--- config.mk ---
export PLATFORM = sky130hd
export DESIGN_NAME = tcm_mem_loader
export DESIGN_NICKNAME = d
export VERILOG_FILES = /design/src/rtl/tcm_mem_loader.sv
export SDC_FILE = /design/constraint.sdc
export NUM_CORES = 1
export LEC_CHECK = 0
export BUFFER_PORTS_ARGS = -buffer_cell sky130_fd_sc_hd__buf_2
export CAP_MARGIN = 40
export CORE_UTILIZATION = 50
export CTS_CLUSTER_DIAMETER = 40
export DETAILED_ROUTE_END_ITERATION = 16
export PLACE_DENSITY = 0.74
export SYNTH_ARGS = -nofsm -noshare
export SYNTH_HDL_FRONTEND = slang
export SYNTH_SLANG_ARGS = --single-unit
--- constraint.sdc ---
create_clock -name clk_i -period 4.07 [get_ports clk_i]
set_clock_uncertainty 0.1 [all_clocks]
set_input_delay 0.814 -clock clk_i [delete_from_list [all_inputs] [get_ports clk_i]]
set_output_delay 0.814 -clock clk_i [all_outputs]
set_load 0.03 [all_outputs]
--- src/rtl/tcm_mem_loader.sv ---
// Byte-stream to 64-bit word packer that drives the TCM write port.
// Optional byte checksum is enabled with the TCM_LOADER_CSUM_EN macro.
module tcm_mem_loader #(
  parameter int ADDR_W = 13,
  parameter int LEN_W  = 16
) (
  input  logic              clk_i,
  input  logic              rst_i,
  input  logic              start_i,
  input  logic [ADDR_W-1:0] base_addr_i,
  input  logic [LEN_W-1:0]  len_i,
  output logic              busy_o,
  output logic              done_o,
  output logic              err_o,
  input  logic              in_valid_i,
  input  logic [7:0]        in_data_i,
  output logic              in_ready_o,
  output logic              mem_wr_o,
  output logic [ADDR_W-1:0] mem_addr_o,
  output logic [63:0]       mem_data_o,
  output logic [7:0]        mem_wstrb_o,
  input  logic              mem_accept_i,
  output logic [15:0]       csum_o
);

  typedef enum logic [1:0] {
    ST_IDLE  = 2'd0,
    ST_FILL  = 2'd1,
    ST_WRITE = 2'd2,
    ST_DONE  = 2'd3
  } state_t;

  state_t            state_r;
  state_t            state_nxt_s;
  logic [ADDR_W-1:0] addr_r;
  logic [LEN_W-1:0]  remaining_r;
  logic [2:0]        lane_r;
  logic [63:0]       data_r;
  logic [7:0]        strb_r;
  logic              err_r;
  logic              busy_r;
  logic              done_r;
  logic              ready_r;
  logic              wr_r;

  logic              start_acc_s;
  logic              byte_acc_s;
  logic              wr_acc_s;
  logic              last_byte_s;
  logic              len_zero_s;
  logic              addr_top_s;

  assign start_acc_s = (state_r == ST_IDLE) && start_i;
  assign byte_acc_s  = (state_r == ST_FILL) && in_valid_i;
  assign wr_acc_s    = (state_r == ST_WRITE) && mem_accept_i;
  assign len_zero_s  = (len_i == {LEN_W{1'b0}});
  assign addr_top_s  = (addr_r == {ADDR_W{1'b1}});
  // A word closes when its top lane fills or the load runs out of bytes.
  assign last_byte_s = (lane_r == 3'd7) || (remaining_r == LEN_W'(1'b1));

  // State register.
  always_ff @(posedge clk_i or posedge rst_i) begin
    if (rst_i) begin
      state_r <= ST_IDLE;
    end else begin
      state_r <= state_nxt_s;
    end
  end

  // Next-state decode.
  always_comb begin
    state_nxt_s = state_r;
    case (state_r)
      ST_IDLE: begin
        if (start_i) begin
          if (len_zero_s) begin
            state_nxt_s = ST_DONE;
          end else begin
            state_nxt_s = ST_FILL;
          end
        end else begin
          state_nxt_s = ST_IDLE;
        end
      end
      ST_FILL: begin
        if (in_valid_i && last_byte_s) begin
          state_nxt_s = ST_WRITE;
        end else begin
          state_nxt_s = ST_FILL;
        end
      end
      ST_WRITE: begin
        if (mem_accept_i) begin
          if (remaining_r == {LEN_W{1'b0}}) begin
            state_nxt_s = ST_DONE;
          end else begin
            state_nxt_s = ST_FILL;
          end
        end else begin
          state_nxt_s = ST_WRITE;
        end
      end
      ST_DONE: begin
        state_nxt_s = ST_IDLE;
      end
      default: begin
        state_nxt_s = ST_IDLE;
      end
    endcase
  end

  // Status flags registered from the next state so they track state_r exactly.
  always_ff @(posedge clk_i or posedge rst_i) begin
    if (rst_i) begin
      busy_r  <= 1'b0;
      done_r  <= 1'b0;
      ready_r <= 1'b0;
      wr_r    <= 1'b0;
    end else begin
      busy_r  <= (state_nxt_s != ST_IDLE);
      done_r  <= (state_nxt_s == ST_DONE);
      ready_r <= (state_nxt_s == ST_FILL);
      wr_r    <= (state_nxt_s == ST_WRITE);
    end
  end

  // Word packing, address stepping and wrap error.
  always_ff @(posedge clk_i or posedge rst_i) begin
    if (rst_i) begin
      addr_r      <= {ADDR_W{1'b0}};
      remaining_r <= {LEN_W{1'b0}};
      lane_r      <= 3'd0;
      data_r      <= 64'h0;
      strb_r      <= 8'h00;
      err_r       <= 1'b0;
    end else if (start_acc_s) begin
      addr_r      <= base_addr_i;
      remaining_r <= len_i;
      lane_r      <= 3'd0;
      data_r      <= 64'h0;
      strb_r      <= 8'h00;
      err_r       <= 1'b0;
    end else if (byte_acc_s) begin
      data_r[{lane_r, 3'b000} +: 8] <= in_data_i;
      strb_r[lane_r]                <= 1'b1;
      lane_r                        <= lane_r + 3'd1;
      remaining_r                   <= remaining_r - LEN_W'(1'b1);
    end else if (wr_acc_s) begin
      addr_r <= addr_r + ADDR_W'(1'b1);
      lane_r <= 3'd0;
      data_r <= 64'h0;
      strb_r <= 8'h00;
      // Wrapping with bytes still pending is flagged but the load carries on.
      if (addr_top_s && (remaining_r != {LEN_W{1'b0}})) begin
        err_r <= 1'b1;
      end else begin
        err_r <= err_r;
      end
    end else begin
      err_r <= err_r;
    end
  end

`ifdef TCM_LOADER_CSUM_EN
  logic [15:0] csum_r;

  // Wrapping sum of accepted bytes, held after the load completes.
  always_ff @(posedge clk_i or posedge rst_i) begin
    if (rst_i) begin
      csum_r <= 16'h0000;
    end else if (start_acc_s) begin
      csum_r <= 16'h0000;
    end else if (byte_acc_s) begin
      csum_r <= csum_r + {8'h00, in_data_i};
    end else begin
      csum_r <= csum_r;
    end
  end

  assign csum_o = csum_r;
`else
  assign csum_o = 16'h0000;
`endif

  assign busy_o      = busy_r;
  assign done_o      = done_r;
  assign err_o       = err_r;
  assign in_ready_o  = ready_r;
  assign mem_wr_o    = wr_r;
  assign mem_addr_o  = addr_r;
  assign mem_data_o  = data_r;
  assign mem_wstrb_o = strb_r;

endmodule

# Yosys cells after proc, flatten, opt, wreduce, memory -nomap -nowiden

Index checks and enable logic that the tools add are counted.

Flip-flop bits (word level): 111
Input bits: 42
Output and inout port bits: 106

Equal/unequal tests: 10
Bitwise operators: 1
Order comparisons: 2
$add $sub $neg: 4
Reductions and logical operators: 18
Shift-type cells: 2
Mux-type cells: 27

Operator list:

| operator                                             | count |
|---|---|
| 2-to-1 mux 64 bit                                    | 3 |
| bitwise mux 64 bit                                   | 1 |
| variable shift 8 x 8 -> 64 bit, first input constant | 1 |
| indexed part select 8 x 8 -> 64 bit                  | 1 |
| 2-to-1 mux 13 bit                                    | 3 |
| zero test 16 bit                                     | 2 |
| 2-to-1 mux 16 bit                                    | 2 |
| 2-to-1 mux 8 bit                                     | 3 |
| equality test 16 x 1 -> 1 bit, second input constant | 1 |
| nonzero test 16 bit                                  | 1 |
| subtractor 16 x 1 -> 16 bit, second input constant   | 1 |
| adder 13 x 1 -> 13 bit, second input constant        | 1 |
| equality test 13 bit, second input constant          | 1 |
| 2-to-1 mux 2 bit                                     | 5 |
| 2-to-1 mux 3 bit                                     | 3 |
| equality test 2 bit, second input constant           | 4 |
| negator 6 -> 8 bit                                   | 1 |
| OR 8 bit                                             | 1 |
| case mux 2 bit (4 select lines)                      | 1 |
| nonzero test 2 bit                                   | 4 |
| logical AND 1 bit                                    | 6 |
| 2-to-1 mux 1 bit                                     | 5 |
| equality test 2 x 1 -> 1 bit, second input constant  | 2 |
| < comparator 3 x 4 -> 1 bit, second input constant   | 1 |
| 10 further kinds                                     | 10 |

# Longest topological paths before layout

Gate-level depths: netlist of run 1.

Depth in word-level cells: 7
Depth in mapped cells: 10
Mapped depth without buffers: 8

# Worst setup path before layout of run 1

No wires, ideal clock.

Kind: reg2reg
Start: reg lane_r[0]
End: reg data_r[8] (netlist: mem_data_o[8])
Cell stages (with the launch flop): 11
Clock period less this slack: 2.503 ns
Slack: 1.567 ns
Buffers on the path: 2
Data arrival time: 2.272 ns
Setup time: 0.131 ns
Cells stage by stage: dfrtp_1 > clkbuf_1 > inv_1 > ha_1 > ha_1 > inv_1 > nor3_1 > nand2_1 > clkbuf_1 > nand3_1 > o21ai_0

Word-level cells in the longest chain between the ends: 5
Elaborated cells between the ends (all ways): 6

Ends and longest elaborated chain:

| element                                                                                      | line | source |
|---|---|---|
| start, declared                                                                              | 37   | `logic [2:0] lane_r;` |
| start signal, assigned                                                                       | 146  | `lane_r <= lane_r + 3'd1;` |
| negator 6 -> 8 bit *                                                                         | 144  | `data_r[{lane_r, 3'b000} +: 8] <= in_data_i;` |
| indexed part select 8 x 8 -> 64 bit / variable shift 8 x 8 -> 64 bit (equally long branches) | 144  |  |
| bitwise mux 64 bit *                                                                         | 144  |  |
| 2-to-1 mux 64 bit *                                                                          | 143  | `end else if (byte_acc_s) begin` |
| 2-to-1 mux 64 bit *                                                                          | 136  | `end else if (start_acc_s) begin` |
| end signal, assigned by index                                                                | 144  |  |
| end, declared                                                                                | 38   | `logic [63:0] data_r;` |

Every way passes the cells marked *; elsewhere a longest branch is shown, timed or not.
A chain may end at the register's enable or synchronous reset.

# Worst setup path after layout of run 1

Start: reg lane_r[0]
End: reg data_r[36] (netlist: mem_data_o[36])

The elaborated chain is that of the path after synthesis.

==> results_dict.tcl, run 1 <==
set metrics [dict create \
    grt_max_degree 69 \
    avgSynthCellArea_um2 9.96 \
    fin_area_um2 6160 \
    clk_pin_slew_ns 0.10 \
    track_usage_pct 25.5 \
    multiInputGateArea_um2 2230 \
    die_x_um 104 \
    async_reset_ff_share_pct 100 \
    fp.coreArea_um2 9950 \
    cts_tree "yes" \
    cap_viol_max_count 0 \
    cts_buffers 9 \
    power_mw 5.00 \
    final_common_cell "buf_2" \
    crit_type "reg2reg" \
    dieArea_um2 10800 \
    finalWirelength_mm 13.4 \
    cp_num_buf_inv 1 \
    worstSetupStartpointType "flop" \
    grt_pass1_wl_mm 22.0 \
    ant_nets 0 \
    dp_hpwl_mm 9.66 \
    area_delta_synth_final_pct 18.2 \
    overflow 0 \
    worst_path_most_repeated_cell "ha_1" \
    ys_types 59 \
    ys.warnings.count 0 \
    p_per_area_nw_per_um2 812 \
    slew_viol_final 0 \
    critPathMaxStageDelay_ns 0.68 \
    dpl-instance-area_um2 5980 \
    relSlewSlack_pct 41.8 \
    period_needed_ns 2.84 \
    ff_latch_area_um2 2780 \
    rows 36 \
    ioPinCount 148 \
    whs_ns 0.206 \
    grt_pass1_vias 4426 \
    antenna_found_initial 0 \
    synth_area_um2 5210 \
    setup_tns_ns 0 \
    viasPerCell 5.82 \
    synth_seq_cells 111 \
    crit_required_ns 4.20 \
    vdd_drop_max_mv 0.455 \
    initial_core_util_pct 52.3 \
    diodes 0 \
    yosysSeqAreaShare_pct 53.3 \
    cp-end-kind "flop" \
    wire_per_inst_um 17.1 \
    tightest_slew_ns 0.868 \
    htreeDepth 3 \
    cts_num_sinks 111 \
    drc_errors 0 \
    path_cells "inv_1, ha_1, ha_1, nand2b_1, nor3_2, o21ai_0" \
    hold_viol 0 \
    clk_root_buffer_cell "clkbuf_8" \
    synth_cells 523 \
    clock_latency_ns 0.38 \
    firstDrtPassIters 5 \
    setup_viol_count_final 0 \
    p_leak_nw 3.02 \
    synth_edf_count 0 \
    crit_family "simple AND/OR/NAND/NOR gates" \
    max_freq_mhz 352 \
    cts_buffer_depth 2 \
    cpMaxStageDelayCell "nor3_2" \
    cp.arrival_ns 2.96 \
    drt_iter0_drc 273 \
    place.gp.congestion 0.806 \
    ys.flop_type "dfrtp_1" \
    n_fill_cell 884 \
    nets 701 \
    ctsResizeCount 0 \
    layout.cells.most_common_list "buf_2 (131), dfrtp_1 (111), nand2_1 (71), o21ai_0 (39), nand3_1 (38)" \
    die_h_um 104 \
    drive_above_1_share_pct 26.7 \
    fin_crit_sh_pct 69.7 \
    post-cts-setup-buffers 0 \
    status "finished, final reports clean" \
    num_vias 4565 \
    hold_buffers 0 \
    rsz0062_at_grt "no" \
    hold_path.class "in2async" \
    numPortBuffers 131 \
    crit_fanout 16 \
]
[power by group]
group / switching (mW) / internal, mW / total (mW) / leakage, nW
clock: 0.381 / 0.243 / 0.623 / 0.0907
sequential: 0.393 / 1.54 / 1.94 / 1.45
combinational: 1.67 / 0.773 / 2.44 / 1.48
[per-stage QoR]
step / setup slack (ns) / cells / util [%]
after floorplan: 0.225 / 538 / -
after global placement: 1.42 / 768 / 59.5
after detailed placement: 1.28 / 770 / 60.1
after CTS: 1.29 / 785 / 61.9
after global routing: 0.885 / 785 / 61.9
final: 1.23 / 785 / 61.9
[per-layer routing]
metal  global-route usage (%)  share of wire [%]  routed length (um)  up-vias
met5                        0                  0                   0        -
met3                     6.20                6.8                 913       29
met1                     35.1                 46                6120     2248
met2                     39.6                 46                6150      165
li1                         -                  -                   -     2123
met4                     8.57                1.8                 239        0
[Yosys cell counts (4+ instances only)]
library cell / count / area share [%]
nor2_1: 35 / 2.5
buf_4: 16 / 2.3
ha_1: 11 / 2.6
a21oi_1: 29 / 2.8
a22o_1: 35 / 5.9
nand2_1: 71 / 5.1
buf_2: 6 / 0.58
o211ai_1: 5 / 0.72
o21ai_1: 8 / 0.77
dfrtp_1: 111 / 53
o22ai_1: 7 / 0.84
clkbuf_1: 15 / 1.1
nor3_1: 11 / 1.1
o21ai_0: 39 / 3.7
inv_1: 10 / 0.72
nand3_1: 38 / 3.7
nor4_1: 5 / 0.60
a221o_1: 4 / 0.77
[sequential cells by signal, summed over array words and instances (netlist names)]
register     count
done_o           1
busy_o           1
state_r          2
mem_wstrb_o      8
lane_r           3
mem_data_o      64
in_ready_o       1
err_o            1
remaining_r     16
mem_addr_o      13
mem_wr_o         1
[path summary, 6_finish.rpt]
path / start / end / slack (ns) / depth (start not counted)
worst min register to register: mem_wstrb_o[5]$_DFFE_PP0P_ / mem_wstrb_o[5]$_DFFE_PP0P_ / 0.40 / 1
worst min-delay path: rst_i / mem_data_o[34]$_DFFE_PP0P_ / 0.21 / 2
worst max-delay path: lane_r[0]$_DFFE_PP0P_ / mem_data_o[36]$_DFFE_PP0P_ / 1.23 / 6
max in group asynchronous: rst_i / mem_data_o[59]$_DFFE_PP0P_ / 2.77 / 4
worst max register to register: lane_r[0]$_DFFE_PP0P_ / mem_data_o[36]$_DFFE_PP0P_ / 1.23 / 6
min in group clk_i: mem_wstrb_o[5]$_DFFE_PP0P_ / mem_wstrb_o[5]$_DFFE_PP0P_ / 0.40 / 1
[logic make-up after synthesis]
logic type | count (synthesis) | synth area share, %
other cells | 1 | 0.0720
mux | 1 | 0.192
buf+inv | 51 | 4.97
simple gates | 199 | 19.6
compound gates | 149 | 19.2
flops | 111 | 53.3
fa+ha+maj | 11 | 2.64
[final cells by class]
type,instances,area share (%)
inverters,11,0.711
repair buffers,139,12.3
clock buffers,10,2.24
clock inverters,5,0.671
well taps,133,2.70
flip-flops and latches,111,45.1
multi-input cells,376,36.3
No activity file was read; power rests on OpenSTA's default activity.
==> inputs of run 2 (changes only) <==
- clock period: 4.07 -> 2.7 ns (I/O delays scaled with it)
==> results_dict.tcl, run 2 (same netlist as run 1, synthesis figures left out) <==
set metrics [dict create \
    status "finished, final reports clean" \
    setup_viol_count_final 0 \
    numPortBuffers 131 \
    hold_buffers 0 \
    htreeDepth 3 \
    cts_buffers 9 \
    diodes 0 \
    place_ws_ns 0.245 \
    rsz0062_at_grt "no" \
    final_common_cell "buf_2" \
    worstSetupStartpointType "flop" \
    period_needed_ns 2.50 \
    p_per_area_nw_per_um2 1250 \
    clock_latency_ns 0.38 \
    track_usage_pct 26.0 \
    rows 36 \
    area_delta_synth_final_pct 18.7 \
    place.gp.congestion 0.866 \
    initial_core_util_pct 52.3 \
    crit_type "reg2reg" \
    crit_required_ns 2.88 \
    nets 703 \
    power_mw 7.71 \
    finalWirelength_mm 13.5 \
    cts_num_sinks 111 \
    largest_reg_flops 64 \
    ioPinCount 148 \
    cp.arrival_ns 2.67 \
    fin_crit_sh_pct 92.5 \
    p_leak_nw 3.03 \
    crit_fanout 8 \
    n_fill_cell 872 \
    cpMaxStageDelayCell "ha_1" \
    setup_tns_ns 0 \
    max_freq_mhz 400 \
    cts_tree "yes" \
    ant_nets 0 \
    dp_hpwl_mm 9.59 \
    cap_viol_max_count 0 \
    post-cts-setup-buffers 0 \
    fp.coreArea_um2 9950 \
    cp-end-kind "flop" \
    viasPerCell 5.75 \
    dieArea_um2 10800 \
    drc_errors 0 \
    clk_root_buffer_cell "clkbuf_8" \
    crit_family "adder cells" \
    grt_pass1_vias 4320 \
    hold_path.class "in2async" \
    die_x_um 104 \
    drive_above_1_share_pct 27.2 \
    crit_cells 7 \
    die_h_um 104 \
    tightest_slew_ns 0.912 \
    fin_ws_ns 0.201 \
    r2r_cells 7 \
    drt_iter0_drc 294 \
    wire_per_inst_um 17.1 \
    firstDrtPassIters 5 \
    layout.cells.most_common_list "buf_2 (131), dfrtp_1 (111), nand2_1 (70), o21ai_0 (39), nand3_1 (38)" \
    cts_buffer_depth 2 \
    overflow 0 \
    num_vias 4530 \
    antenna_found_initial 0 \
    vdd_drop_max_mv 0.665 \
    cp_num_buf_inv 2 \
    grt_pass1_wl_mm 22.5 \
    critPathMaxStageDelay_ns 0.45 \
    slew_viol_final 0 \
    path_cells "inv_1, ha_1, ha_1, inv_1, nor3_1, a21oi_1, a22o_1" \
    grt_max_degree 92 \
    clk_pin_slew_ns 0.11 \
    relSlewSlack_pct 39.2 \
    hold_viol 0 \
]
[run 2: worst paths after layout]
check	from	end	slack [ns]
worst min-delay path	rst_i	mem_data_o[35]$_DFFE_PP0P_	0.07
worst min register to register	mem_wstrb_o[5]$_DFFE_PP0P_	mem_wstrb_o[5]$_DFFE_PP0P_	0.40
worst max-delay path	lane_r[1]$_DFFE_PP0P_	mem_data_o[18]$_DFFE_PP0P_	0.20
max in group asynchronous	rst_i	mem_addr_o[1]$_DFFE_PP0P_	1.60
worst max register to register	lane_r[1]$_DFFE_PP0P_	mem_data_o[18]$_DFFE_PP0P_	0.20
min in group clk_i	len_i[7]	remaining_r[7]$_DFFE_PP0P_	0.28
[run 2: area by class of cell]
cell class | count | area, um^2 | area share, %
Sequential cell | 111 | 2780 | 44.9
Clock buffer | 10 | 138 | 2.23
Clock inverter | 6 | 76.3 | 1.23
Multi-Input combinational cell | 376 | 2240 | 36.2
Inverter | 11 | 45.0 | 0.728
Timing Repair Buffer | 141 | 743 | 12.0
Tap cell | 133 | 166 | 2.69
[run 2: worst register-to-register path, delay by kind of cell (launching register included)]
family	cells	cell delay, ns
AOI/OAI and AO/OA	2	0.64
adders and majority gates	2	0.68
buffers and inverters	2	0.19
DFF	1	0.36
and+or+nand+nor	1	0.43
[run 2: metal layers]
layer	wire, um	up-vias	GRT usage (%)	share of wire (%)
met1	6110	2187	36.9	45
met3	1030	18	5.51	7.6
met2	6120	202	39.9	45
met4	209	0	7.96	1.6
met5	0	-	0	0
li1	-	2123	-	-
[run 2: report_power, final]
part	total (mW)	internal, mW	switching [mW]
clock network	1.07	0.470	0.603
logic	3.77	1.18	2.59
registers	2.86	2.33	0.537
[run 2: stage by stage]
stage / utilization, % / hold slack [ns] / cells / area (um^2)
floorplan: - / 0.383 / 538 / 5270
global placement: 59.9 / 0.372 / 772 / 5970
detailed placement: 59.9 / 0.377 / 772 / 5970
CTS: 62.1 / 0.0669 / 788 / 6180
global route: 62.1 / 0.0831 / 788 / 6180
finish: 62.1 / 0.0651 / 788 / 6180
[run 2: what timing repair did]
item,CTS,global route
resized for setup,0,1
setup endpoints to repair,0,1
endpoints found under the hold margin,0,0
